===== src/rtl/core_run_ctrl_if.sv =====
// Board/core-side signal bundle for core_run_ctrl: button, run switch, PC/breakpoint
// inputs, and the clock-enable plus status outputs.
interface core_run_ctrl_if #(
  parameter int CNT_W = 32
);
  // Advance semantics: the core consumes one instruction in every cycle where
  // o_core_en is 1; that instruction counts as retired only if i_insn_vld is also 1.
  logic              i_step_btn_n;
  logic              i_run_sw;
  logic [31:0]       i_pc;
  logic              i_insn_vld;
  logic              i_bkpt_en;
  logic [31:0]       i_bkpt_addr;
  logic              o_core_en;
  logic              o_halted;
  logic [1:0]        o_state;
  logic [CNT_W-1:0]  o_insn_cnt;

  modport master (
    output i_step_btn_n, i_run_sw, i_pc, i_insn_vld, i_bkpt_en, i_bkpt_addr,
    input  o_core_en, o_halted, o_state, o_insn_cnt
  );

  modport slave (
    input  i_step_btn_n, i_run_sw, i_pc, i_insn_vld, i_bkpt_en, i_bkpt_addr,
    output o_core_en, o_halted, o_state, o_insn_cnt
  );
endinterface


===== src/rtl/core_run_ctrl.sv =====
// Run/step/breakpoint sequencer producing the core clock-enable for the DE2 core.
// Define RUN_CTRL_BKPT_EN to build the PC breakpoint comparator and BREAK state.
module core_run_ctrl #(
  parameter int DEBOUNCE_CYCLES = 500000,
  parameter int RUN_DIV         = 1,
  parameter int CNT_W           = 32
) (
  input  logic            i_clk,
  input  logic            i_rst_n,
  core_run_ctrl_if.slave  bus
);
  localparam int DB_W  = (DEBOUNCE_CYCLES > 1) ? $clog2(DEBOUNCE_CYCLES) : 1;
  localparam int DIV_W = (RUN_DIV > 1) ? $clog2(RUN_DIV) : 1;

  typedef enum logic [1:0] {
    HALT  = 2'd0,
    STEP  = 2'd1,
    RUN   = 2'd2,
    BREAK = 2'd3
  } state_t;

  state_t            state, state_nxt;
  logic              btn_s1, btn_s2;
  logic              run_s1, run_s2;
  logic              deb_level, deb_prev;
  logic [DB_W-1:0]   deb_cnt;
  logic [DIV_W-1:0]  div;
  logic [CNT_W-1:0]  insn_cnt;
  logic              press;
  logic              div_tick;
  logic              bkpt_hit;
  logic              core_en;

  always_ff @(posedge i_clk or negedge i_rst_n) begin
    if (!i_rst_n) begin
      btn_s1 <= 1'b1;
      btn_s2 <= 1'b1;
      run_s1 <= 1'b0;
      run_s2 <= 1'b0;
    end else begin
      btn_s1 <= bus.i_step_btn_n;
      btn_s2 <= btn_s1;
      run_s1 <= bus.i_run_sw;
      run_s2 <= run_s1;
    end
  end

  // The level flips on the DEBOUNCE_CYCLES-th consecutive sample that disagrees with it.
  always_ff @(posedge i_clk or negedge i_rst_n) begin
    if (!i_rst_n) begin
      deb_level <= 1'b1;
      deb_prev  <= 1'b1;
      deb_cnt   <= '0;
    end else begin
      deb_prev <= deb_level;
      if (btn_s2 == deb_level) begin
        deb_cnt <= '0;
      end else if (deb_cnt == DB_W'(DEBOUNCE_CYCLES - 1)) begin
        deb_level <= btn_s2;
        deb_cnt   <= '0;
      end else begin
        deb_cnt <= deb_cnt + DB_W'(1);
      end
    end
  end

  assign press = deb_prev & ~deb_level;

`ifdef RUN_CTRL_BKPT_EN
  assign bkpt_hit = bus.i_bkpt_en & (bus.i_pc == bus.i_bkpt_addr);
`else
  logic unused_bkpt;
  assign unused_bkpt = ^{bus.i_bkpt_en, bus.i_bkpt_addr, bus.i_pc};
  assign bkpt_hit    = 1'b0;
`endif

  always_ff @(posedge i_clk or negedge i_rst_n) begin
    if (!i_rst_n) begin
      div <= '0;
    end else if (state != RUN) begin
      div <= '0;
    end else if (div == DIV_W'(RUN_DIV - 1)) begin
      div <= '0;
    end else begin
      div <= div + DIV_W'(1);
    end
  end

  assign div_tick = (div == '0);

  always_ff @(posedge i_clk or negedge i_rst_n) begin
    if (!i_rst_n) state <= HALT;
    else          state <= state_nxt;
  end

  always_comb begin
    state_nxt = state;
    case (state)
      HALT:  if (run_s2) state_nxt = RUN;
             else if (press) state_nxt = STEP;
      STEP:  state_nxt = HALT;
      RUN:   if (!run_s2) state_nxt = HALT;
             else if (bkpt_hit && div_tick) state_nxt = BREAK;
      BREAK: if (!run_s2) state_nxt = HALT;
             else if (press) state_nxt = STEP;
      default: state_nxt = HALT;
    endcase
  end

  // Breakpoint instruction is held back on the tick that detects it; a step releases it.
  assign core_en = (state == STEP) | ((state == RUN) & div_tick & ~bkpt_hit);

  always_ff @(posedge i_clk or negedge i_rst_n) begin
    if (!i_rst_n) begin
      insn_cnt <= '0;
    end else if (core_en && bus.i_insn_vld && (insn_cnt != '1)) begin
      insn_cnt <= insn_cnt + CNT_W'(1);
    end
  end

  assign bus.o_core_en  = core_en;
  assign bus.o_halted   = (state == HALT) | (state == BREAK);
  assign bus.o_state    = state;
  assign bus.o_insn_cnt = insn_cnt;
endmodule


===== src/flat_wrapper.sv =====
// flat-port wrapper written by rule: the top's interface ports become plain ports
module core_run_ctrl_flat 
#(
  parameter int DEBOUNCE_CYCLES = 500000,
  parameter int RUN_DIV         = 1,
  parameter int CNT_W           = 32
)
  (i_clk, i_rst_n, bus_i_step_btn_n, bus_i_run_sw, bus_i_pc, bus_i_insn_vld, bus_i_bkpt_en, bus_i_bkpt_addr, bus_o_core_en, bus_o_halted, bus_o_state, bus_o_insn_cnt);
  core_run_ctrl_if #(.CNT_W(CNT_W)) bus_i ();
  input  logic i_clk;
  input  logic i_rst_n;
  input wire logic [$bits(bus_i.i_step_btn_n)-1:0] bus_i_step_btn_n;
  input wire logic [$bits(bus_i.i_run_sw)-1:0] bus_i_run_sw;
  input wire logic [$bits(bus_i.i_pc)-1:0] bus_i_pc;
  input wire logic [$bits(bus_i.i_insn_vld)-1:0] bus_i_insn_vld;
  input wire logic [$bits(bus_i.i_bkpt_en)-1:0] bus_i_bkpt_en;
  input wire logic [$bits(bus_i.i_bkpt_addr)-1:0] bus_i_bkpt_addr;
  output wire logic [$bits(bus_i.o_core_en)-1:0] bus_o_core_en;
  output wire logic [$bits(bus_i.o_halted)-1:0] bus_o_halted;
  output wire logic [$bits(bus_i.o_state)-1:0] bus_o_state;
  output wire logic [$bits(bus_i.o_insn_cnt)-1:0] bus_o_insn_cnt;
  assign bus_i.i_step_btn_n = bus_i_step_btn_n;
  assign bus_i.i_run_sw = bus_i_run_sw;
  assign bus_i.i_pc = bus_i_pc;
  assign bus_i.i_insn_vld = bus_i_insn_vld;
  assign bus_i.i_bkpt_en = bus_i_bkpt_en;
  assign bus_i.i_bkpt_addr = bus_i_bkpt_addr;
  assign bus_o_core_en = bus_i.o_core_en;
  assign bus_o_halted = bus_i.o_halted;
  assign bus_o_state = bus_i.o_state;
  assign bus_o_insn_cnt = bus_i.o_insn_cnt;
  core_run_ctrl #(.DEBOUNCE_CYCLES(DEBOUNCE_CYCLES), .RUN_DIV(RUN_DIV), .CNT_W(CNT_W)) u_core (.i_clk(i_clk), .i_rst_n(i_rst_n), .bus(bus_i));
endmodule

===== config.mk =====
export PLATFORM = sky130hd
export DESIGN_NAME = core_run_ctrl_flat
export DESIGN_NICKNAME = d
export VERILOG_FILES = /design/src/rtl/core_run_ctrl_if.sv /design/src/rtl/core_run_ctrl.sv /design/src/flat_wrapper.sv
export SDC_FILE = /design/constraint.sdc
export NUM_CORES = 1
export LEC_CHECK = 0
export ABC_AREA = 0
export ABC_CLOCK_PERIOD_IN_PS = 1600
export CORE_ASPECT_RATIO = 1.2
export CORE_MARGIN = 1
export CORE_UTILIZATION = 30
export DETAILED_ROUTE_END_ITERATION = 12
export PLACE_DENSITY = 0.63
export SYNTH_ARGS = -nofsm -noshare
export SYNTH_HDL_FRONTEND = slang
export SYNTH_SLANG_ARGS = --single-unit

===== constraint.sdc =====
create_clock -name i_clk -period 1.6 [get_ports i_clk]
set_input_delay 0.16 -clock i_clk [delete_from_list [all_inputs] [get_ports i_clk]]
set_output_delay 0.16 -clock i_clk [all_outputs]
set_load 0.1 [all_outputs]

* Yosys cells after proc, flatten, opt, wreduce, memory -nomap -nowiden
Index checks and enable logic that the tools add are counted.
Storage, ports and cells: input bits 70, flip-flop bits (word level) 60, logic and storage cells 41
Cells by class: $add $sub $neg 3, equal/unequal tests 8, bitwise logic cells 7, muxes and demuxes 9, reductions and logical operators 4
Operators with widths (count):
- 19-bit two-way mux | 2
- 32-bit by 1-bit adder with 32-bit output (second input constant) | 1
- 32-bit != test (second input constant) | 1
- 19-bit by 1-bit adder with 19-bit output (second input constant) | 1
- 19-bit equality test (second input constant) | 1
- 2-bit two-way mux | 4
- 2-bit one-hot mux with 4 select lines | 1
- 2-bit equality test (second input constant) | 2
- 2-bit != test (second input constant) | 2
- 1-bit NOT | 3
- 1-bit AND | 2
- 2-bit by 1-bit equality test with 1-bit output (second input constant) | 1
- 1-bit logical AND | 2
- 2-bit zero test | 1
- 1-bit two-way mux | 2
- 1-bit bitwise OR | 2
- 2-bit AND reduction | 1
- 1-bit adder (second input constant) | 1
- 1-bit equality test | 1

* Logic depth before layout (Yosys ltp)
Gate-level depths: netlist (run 1).
word-level depth 5, gate-level depth with buffers 7, depth with buffers taken out 7

* Worst setup path before layout (run 1)
Ideal clock, no wire load.
path type reg2reg, start point reg u_core.state[1], in the netlist u_core.bus.o_state[1], end point reg u_core.insn_cnt[10], in the netlist u_core.bus.o_insn_cnt[10], period minus slack after synthesis 3193 ps, slack -1593 ps, cell stages (with the launch flop) 8, data required time 1441 ps, path buffers 1, arrival 3035 ps, cells stage by stage dfrtp_1 -> inv_1 -> ha_1 -> nand2_1 -> nor3_1 -> buf_2 -> nand4_1 -> xnor2_1
On the way: cells in the longest elaborated chain, start to end 5, elaborated cells between the ends (all ways) 6, those cells by class 2 x eq/ne; 2 x bitwise; 2 x reduce/logical
RTL lines:
- from (decl) | RTL line core_run_ctrl.sv:22 | state_t state, state_nxt;
- from (signal assigned) | RTL line core_run_ctrl.sv:93 | else state <= state_nxt;
- 2-bit equality test | RTL line core_run_ctrl.sv:111 | assign core_en = (state == STEP) | ((state == RUN) & div_tick & ~bkpt_hit);
- 1-bit AND | RTL line core_run_ctrl.sv:111
- 1-bit bitwise OR * | RTL line core_run_ctrl.sv:111
- net bus_o_core_en | RTL line flat_wrapper.sv:18 | output wire logic [$bits(bus_i.o_core_en)-1:0] bus_o_core_en;
- 1-bit logical AND * (2 in a row) | RTL line core_run_ctrl.sv:116 | end else if (core_en && bus.i_insn_vld && (insn_cnt != '1)) begin
- to (signal assigned) | RTL line core_run_ctrl.sv:117 | insn_cnt <= insn_cnt + CNT_W'(1);
- to (decl) | RTL line core_run_ctrl.sv:28 | logic [CNT_W-1:0] insn_cnt;
Mark *: on every way through the listed nets, which the timed path passes. The rest lies on a longest branch. A chain may end at the register's enable or synchronous reset.

* Worst setup path after layout (run 1)
start point reg u_core.state[0], in the netlist u_core.bus.o_state[0], end point reg u_core.insn_cnt[27], in the netlist u_core.bus.o_insn_cnt[27]
On the way: cells in the longest elaborated chain, start to end 5, elaborated cells between the ends (all ways) 6, those cells by class 2 x eq/ne; 2 x bitwise; 2 x reduce/logical
RTL lines (RTL line):
- 2-bit equality test | core_run_ctrl.sv:111
- 1-bit AND | core_run_ctrl.sv:111
- 1-bit bitwise OR * | core_run_ctrl.sv:111
- 1-bit logical AND * (2 in a row) | core_run_ctrl.sv:116
Every way passes the cells marked *; elsewhere a longest branch is shown, timed or not.

==> flow_results.org, run 1 <==
** Critical path
- The worst setup path is launched from a flop.
- STA puts the critical path data arrival time at about 1.9 ns.
- STA puts the critical path data required time at 1.80 ns.
- Type of element capturing the critical path :: flop
- Peak fanout along the critical path :: 6
- Startpoint-to-endpoint class of the critical path :: reg2reg

** Yosys
- By area the synthesized netlist is led by dfrtp_1 (49%), xnor2_1 (12%), nand4_1 (4.7%).
- Dominant combinational cell family by area after synthesis :: simple AND/OR/NAND/NOR gates
- Area leader, netlist :: dfrtp_1
- In the synthesized netlist, the number of instances is around 260.
- The compound-gate portion of the synthesized area was 0.03089.
- Sequential cell area fraction in the yosys report :: 0.5300
- Of the total synthesized cell area, the portion taken by XOR and XNOR cells is 0.1535.
- Post-synthesis simple-gate area fraction :: 0.2314
- The share of synthesized area in the top cell type comes to 0.4924.
- Mean instance size in the synthesized netlist :: about 11 sq um
- Yosys synthesis warning count :: 0
- Of the post-synthesis cell area, the part taken by muxes is 0.008057.
- Flip-flop and latch count after synthesis :: approximately 60
- Of the total synthesized cell area, the portion taken by full adders, half adders and majority gates is 0.02238.
- Unique cell type count in the Yosys netlist :: 35
- When the netlist entered floorplanning its net count stood at 330.
- After synthesis the cells add up to 0.002795 sq mm.

** Power
- Static power due to leakage :: 1.982 nW
- Relative contribution of combinational cells to total power :: 0.405
- VDD sags by at most 1091 uV.
- Post-layout power :: between 4 and 5 mW
- Of the total power, registers draw 0.348.
- The analysis attributes to net switching a power of roughly 1.8 mW.
- Cell internal power was estimated by the tool at between 3 and 4 mW.
- Switching share of power :: 0.3711
- Clk network pwr share :: 0.247
- Total power density per cell area :: roughly 1000 mW/mm^2

** CTS
- Largest buffer count on any clock path :: 2
- TritonCTS created 9 clock buffers.
- In this run the number of H-tree levels came out at 3.
- After clock tree synthesis, the clock-pin slew on the worst setup and hold paths is about 0.07 ns.
- At the later pin of the worst-skew pair, clock insertion delay measures ~0.32 ns.
- TritonCTS built the clock tree.
- Sink Count :: a little under 60
- Clock tree root driver cell :: clkbuf_8

** Global routing
- The initial antenna violation count is 0.
- First-pass GRT wire length :: between 10 and 15 mm
- Number of global-route vias before repair :: about 2,400
- For this run, the total global-route usage over all layers was measured as 0.1409.
- Largest net degree at the start of global routing :: 60
- After global routing the overflow that remains totals 0.

** STA
- Final Max Tran Viols :: 0
- Part of the cycle the worst path needs :: 1.051
- On the final layout, the worst clock skew is 0.01091 ns.
- Top achievable clock speed :: between 500 and 600 MHz
- In the final timing run, aggregate negative setup slack is -0.8332 ns.
- Hold is met by roughly 0.24 ns.
- The number of failing hold endpoints at the final stage is 0.
- RSZ-0062 raised after global routing :: yes
- For the pin with the worst max-slew slack, the measured transition is roughly 0.37 ns.
- The worst path in the final design needs a cycle of around 1.7 ns, including I/O delays and setup.
- Final setup margin :: -0.08182 ns
- Setup violations remaining at the end of the flow were counted as 25.
- Measured against its own limit, the worst slew margin works out to 0.7533.

** Detailed routing
- After detailed routing, the average wire length per cell comes to approximately 13 um.
- The detailed router finished its first iteration with just under 80 violations.
- Post-DR vias/cell :: between 4 and 5
- Via Count :: 2,293
- Antenna viol nets, final :: 0
- Routed wire length :: between 6 and 7 mm
- For this run, design rule violations remaining after detail routing come to 0.
- Number of optimization iterations in the first detailed-route pass :: 4

** Run
- The tool flagged a number of max-cap violations equal to 0.

** Place
- Routability congestion estimate from global placement :: ~0.79
- Total cell area at the placement stage :: between 0.004 and 0.005 sq mm
- DPL Wire Length :: 4.382 mm
- IO Port Bufs :: 40

** Final layout
- Ratio of cells with drive above 1 in the final layout :: 0.5282
- Area delta synth->final :: 67.86%
- Final instance area :: roughly 0.0047 sq mm
- Most frequent cells in the layout :: buf_4 (53), buf_12 (41), xnor2_1 (35)
- The filler cells instantiated in the layout total between 700 and 800.
- Antenna diode instance count :: 0
- The net count of the finished layout is approximately 440.
- The library cell used most frequently in the layout, excluding fill and tap cells, is buf_4.

** Floorplanning
- The initialized floorplan defines 38 standard-cell rows.
- For this configuration, the core starts out at a cell density of 0.3094.
- In this run the standard cell core region covers approximately 0.009 sq mm.
- Die W :: around 90 um
- The die is around 110 um tall.
- Die area :: a little under 0.01 sq mm
- Boundary pin count :: roughly 110

** Hold path
- The worst hold path belongs to the class in2reg.

** Run status
- Violations in the final reports :: negative setup slack
- Status :: finished, violations left
[cell families (layout without fill, tap and decap cells)]
logic type | count (synthesis) | count (layout)
fa+ha+maj | 5 | 5
mux | 2 | 2
simple gates | 118 | 119
compound gates | 9 | 9
xor+xnor | 49 | 49
buf+inv | 13 | 130
flops | 59 | 59
[layer usage]
layer | GRT usage | share of wire
met2 | 0.2492 | 0.53
met5 | 0 | 0
met1 | 0.1669 | 0.43
met3 | 0.03814 | 0.030
met4 | 0.04147 | 0.010
[synthesized netlist by cell type, drive strengths merged]
cell / count
nor4: 1
a41oi: 1
inv: 8
and3: 7
nand2b: 2
a31oi: 1
ha: 5
xnor2: 38
nand2: 17
a21oi: 4
nand4b: 2
buf: 5
and4: 3
dfstp: 4
nor2: 29
mux2: 2
o21ai: 2
dfrtp: 55
and2: 3
xor2: 11
nor2b: 1
or2: 1
nand3: 22
nor3: 7
o31ai: 1
nand4: 23
[flip-flops by register name, indices dropped and copies added (netlist names)]
signal / cells
u_core.bus.o_insn_cnt: 32
u_core.deb_cnt: 19
u_core.bus.o_state: 2
u_core.btn_s1: 1
u_core.btn_s2: 1
u_core.deb_level: 1
u_core.deb_prev: 1
u_core.run_s1: 1
u_core.run_s2: 1
[power groups by stage]
stage	clock network (mW)	logic, mW	registers [mW]
2_1_floorplan	0	0.488	2.28
3_3_place_gp	0	1.78	1.70
3_5_place_dp	0	1.82	1.71
4_1_cts	1.23	1.92	1.68
5_1_grt	1.29	2.03	1.69
6_report	1.19	1.95	1.68
[stage by stage]
| stage | utilization | setup WS [ns] | instances |
|---|---|---|---|
| finish | 0.5194 | -0.08182 | 493 |
| global route | 0.5194 | -0.1779 | 493 |
| CTS | 0.5040 | -0.08408 | 488 |
| detailed placement | 0.4680 | -0.08194 | 465 |
| global placement | 0.4680 | -0.06298 | 465 |
| floorplan | - | -0.5480 | 255 |
[cell type report]
cell class | instances | area, sq um | area share
clock buffers | 14 | 162.7 | 0.03467
repair buffers | 106 | 1343 | 0.2861
flip-flops and latches | 59 | 1546 | 0.3296
clock inverters | 2 | 10.01 | 0.002133
multi-input cells | 184 | 1443 | 0.3075
well taps | 120 | 150.1 | 0.03200
inverters | 8 | 37.54 | 0.008000
[critical path: stages (launching register included)]
cell	delay [ns]
dfrtp_4	0.43
inv_4	0.04
ha_4	0.27
nand4_1	0.15
nor3_4	0.24
buf_6	0.17
nand4_1	0.11
xnor2_1	0.14
[timing repair]
action                                  4_1_cts  5_1_grt
gates resized for setup                      17       23
endpoints found under the hold margin        55        0
setup buffers                                 5        5
hold buffers                                  1        0
endpoints found under the setup margin       30       53
pin swaps                                    10       22
gates cloned                                  1        1
[worst paths after layout]
path / startpoint / to / slack [ns] / depth (start not counted)
min in group asynchronous: i_rst_n / u_core.deb_cnt[17] / 0.36 / 3
hold / removal: bus_i_step_btn_n / u_core.btn_s1 / 0.24 / 1
setup reg to reg: u_core.bus.o_state[0] / u_core.bus.o_insn_cnt[27] / -0.08 / 7
max in group asynchronous: i_rst_n / u_core.bus.o_insn_cnt[23] / 0.92 / 3
hold reg to reg: u_core.run_s1 / u_core.run_s2 / 0.36 / 0
setup / recovery: u_core.bus.o_state[0] / u_core.bus.o_insn_cnt[27] / -0.08 / 7
(Power assumes the default switching activity.)
==> run 2, diff against run 1 <==
--- a/config.mk
+++ b/config.mk
@@ -8,10 +8,11 @@
 export ABC_AREA = 0
 export ABC_CLOCK_PERIOD_IN_PS = 1600
 export CORE_ASPECT_RATIO = 1.2
-export CORE_MARGIN = 1
+export CORE_MARGIN = 2
 export CORE_UTILIZATION = 30
 export DETAILED_ROUTE_END_ITERATION = 12
 export PLACE_DENSITY = 0.63
+export SLEW_MARGIN = 20
 export SYNTH_ARGS = -nofsm -noshare
 export SYNTH_HDL_FRONTEND = slang
 export SYNTH_SLANG_ARGS = --single-unit
==> run 2 against run 1 <==
The flow still finishes with violations (negative setup slack). Fmax fell by 0.62%. Worst hold slack got worse by 0.015 ns. Design area decreased by 2.4%. Register-to-register slack about the same. Sequential cell count unchanged. Critical endpoint is now u_core.bus.o_insn_cnt[31].
==> flow_results.org, run 2 (synthesis results as in run 1) <==
** Detailed routing
- Number of optimization iterations in the first detailed-route pass :: 4
- DRC marker count from the first detailed-route iteration :: just over 80
- The routed design has 6.314 mm of wire.
- Across all layers, the routed design uses about 2,200 vias.
- Post-detailed-route wirelength per cell :: about 13 um
- Antenna viol nets, final :: 0
- After detailed routing, the number of vias per cell comes to 4.539.
- After detailed routing, the number of remaining DRC violations is 0.

** STA
- The number of failing hold endpoints at the final stage came to 0.
- Static timing analysis puts the maximum clock frequency at 590.9 MHz.
- Measured against its own limit, the worst slew margin works out to 0.7748.
- Final setup violation count :: 21
- Fin crit period :: about 1.7 ns
- Final Max Tran Viols :: 0
- In the final timing run, aggregate negative setup slack is -1.121 ns.
- Post-Route Hold Slack :: around 0.22 ns
- Final setup margin :: -0.09239 ns
- Transition time at the pin with the least slew margin :: between 0.3 and 0.4 ns
- Clock skew after layout :: just over 0.009 ns
- In the finished design, the share of the clock period the worst path needs comes to 1.058.
- Setup repair after global routing could not meet its margin everywhere.

** Run
- MaxCap Viol Count :: 0

** Final layout
- Most frequent cells in the layout :: buf_4 (56), buf_12 (39), xnor2_1 (37)
- Relative to the synthesized area, the layout overhead comes to 63.88%.
- Filler cell count in the final layout :: around 800
- In the final layout, the share of cells above drive strength 1 is 0.4892.
- Core occupancy in the finished layout :: 0.5071
- The multi-input combinational cells in the finished layout cover a total of about 0.0014 sq mm.
- The number of antenna diodes in the final layout is 0.
- The net count of the finished layout is 442.
- Flip-flop count of the largest register, all copies and words added :: 32
- The library cell used most frequently in the layout, excluding fill and tap cells, is buf_4.
- Storage cell area :: between 0.0015 and 0.002 sq mm
- Final instance area :: 0.004581 sq mm

** Critical path
- Of all nets on the critical path, the largest fanout is 6.
- Arrival @ worst endpoint :: around 1.9 ns
- Highest cell delay on the worst timing path :: around 0.43 ns
- In this run the critical register-to-register path is captured at u_core.bus.o_insn_cnt[31].
- Data on the critical path is required at its endpoint by ~1.8 ns.
- STA classifies the critical path endpoint as a flop.
- CP startpoint kind :: flop
- Critical Path Slowest Stage Cell :: dfrtp_4
- Depth of the most critical reg-to-reg path :: 7
- The signal on the critical path passes through inv_4, ha_4, nand4_1, nor3_4, buf_6, nand4b_1, xnor2_1.
- In this run the critical register-to-register path is launched from u_core.bus.o_state[1].
- Reg-to-reg slack, setup :: -0.09 ns
- By startpoint and endpoint, the worst setup path is classified as reg2reg.
- The number of buffers and inverters on the critical path is 2.
- Worst path top cell family by delay :: simple AND/OR/NAND/NOR gates

** Hold path
- Type of the most critical hold path :: in2reg
- Hold path endpoint :: u_core.btn_s1
- Cell depth of the worst min-delay path :: 1
- Startpoint of the lowest-slack hold path :: bus_i_step_btn_n

** Power
- Register share of total power :: 0.347
- In this run the power spent charging and discharging nets is between 1.5 and 2 mW.
- The share of total power dissipated in combinational logic is 0.389.
- Summed over all cells, the static leakage comes to between 1.5 and 2 nW.
- The share of total power dissipated in the clock network is 0.265.
- Dividing total power by cell area gives a power density of between 1000 and 1500 mW/mm^2.
- Worst supply voltage drop on vdd :: 970.2 uV
- Switching share of power :: 0.3628
- Design internal power :: slightly above 3 mW

** Place
- Routability congestion estimate from global placement :: between 0.7 and 0.8
- IO Port Bufs :: 40
- DPL Wire Length :: approximately 4.3 mm
- Summing all placed instances gives a cell area of about 0.0042 sq mm.

** Global routing
- Number of antenna violations at the first check in global routing :: 0
- Aggregate global-route resource usage :: 0.1354
- Entering global routing, the biggest net connects 60 pins.
- For this run the aggregate overflow at the end of global routing stands at 0.
- The number of global-route vias before repair is between 2,000 and 2,500.
- The first global-routing pass estimated between 10 and 15 mm of wire.

** Floorplanning
- 106 I/O pins were placed.
- Core Footprint :: 0.009034 sq mm
- The die is ~110 um tall.
- Floorplan row count :: 38
- The floorplan step set the die width to about 90 um.
- Initial Utilization :: 0.3094
- Die area :: approximately 0.01 sq mm

** CTS
- Clock tree from TritonCTS :: done
- Largest buffer count on any clock path :: 2
- Clock slew at reported path FFs :: 0.06 ns
- Sink Count :: a little under 60
- CTS H-Tree Depth :: 3
- CTS buffer count :: 9
- Clock tree root driver cell :: clkbuf_8
- Worst skew pair latency :: 0.34 ns

** Run status
- The run finished, with violations left.
- The checks that failed: negative setup slack.
-- run 2: changes by cell type in the layout (fill, tap and decap cells not counted), moves of 2 or more --
cell / delta
nand3_1: +8
nand3_2: -7
buf_4: +3
buf_12: -2
buf_6: -2
clkbuf_8: +2
nor2_1: +2
nor2_2: -2
xnor2_1: +2
xnor2_2: -2
-- run 2: worst max path at each step --
stage	startpoint	end	cells past startpoint
after detailed placement	u_core.bus.o_state[1]	u_core.bus.o_insn_cnt[31]	7
final	u_core.bus.o_state[1]	u_core.bus.o_insn_cnt[31]	7
after global routing	u_core.bus.o_state[1]	u_core.bus.o_insn_cnt[31]	7
after CTS	u_core.bus.o_state[1]	u_core.bus.o_insn_cnt[31]	7
after global placement	u_core.bus.o_state[1]	u_core.bus.o_insn_cnt[31]	7
after floorplan	u_core.bus.o_state[1]	u_core.bus.o_insn_cnt[27]	7
-- run 2: cell type report --
| class | instances | share of cell area |
|---|---|---|
| flip-flops and latches | 59 | 0.3376 |
| clock inverters | 1 | 0.001093 |
| inverters | 8 | 0.007648 |
| clock buffers | 15 | 0.04070 |
| repair buffers | 105 | 0.2843 |
| multi-input cells | 184 | 0.2958 |
| well taps | 120 | 0.03278 |
-- run 2: per-layer routing --
metal  vias up  wire length (um)  GRT usage
met5         -                 0          0
met4         0               100    0.05437
met3         8               197    0.03701
met2        30              3158     0.2253
met1      1094              2857     0.1676
li1       1101                 -          -
-- run 2: power groups by stage --
| stage | sequential [mW] | combinational [mW] | clock [mW] |
|---|---|---|---|
| after global routing | 1.70 | 1.99 | 1.41 |
| after floorplan | 2.28 | 0.488 | 0 |
| after global placement | 1.71 | 1.77 | 0 |
| final | 1.69 | 1.89 | 1.29 |
| after detailed placement | 1.71 | 1.79 | 0 |
| after CTS | 1.69 | 1.84 | 1.34 |
-- run 2: timing repair --
item	4_1_cts	5_1_grt
pin swaps	10	15
cloned	1	1
setup buffers	4	5
hold endpoints to repair	55	0
setup endpoints to repair	26	53
gates resized for setup	5	14
hold buffers	1	0
-- run 2: metrics by stage --
| stage | setup WS [ns] | std cells | total power, mW |
|---|---|---|---|
| after CTS | -0.09766 | 486 | 4.864 |
| after detailed placement | -0.09617 | 464 | 3.506 |
| after global routing | -0.1730 | 492 | 5.100 |
| final | -0.09239 | 492 | 4.868 |
| after floorplan | -0.5480 | 255 | 2.773 |
| after global placement | -0.07552 | 464 | 3.475 |
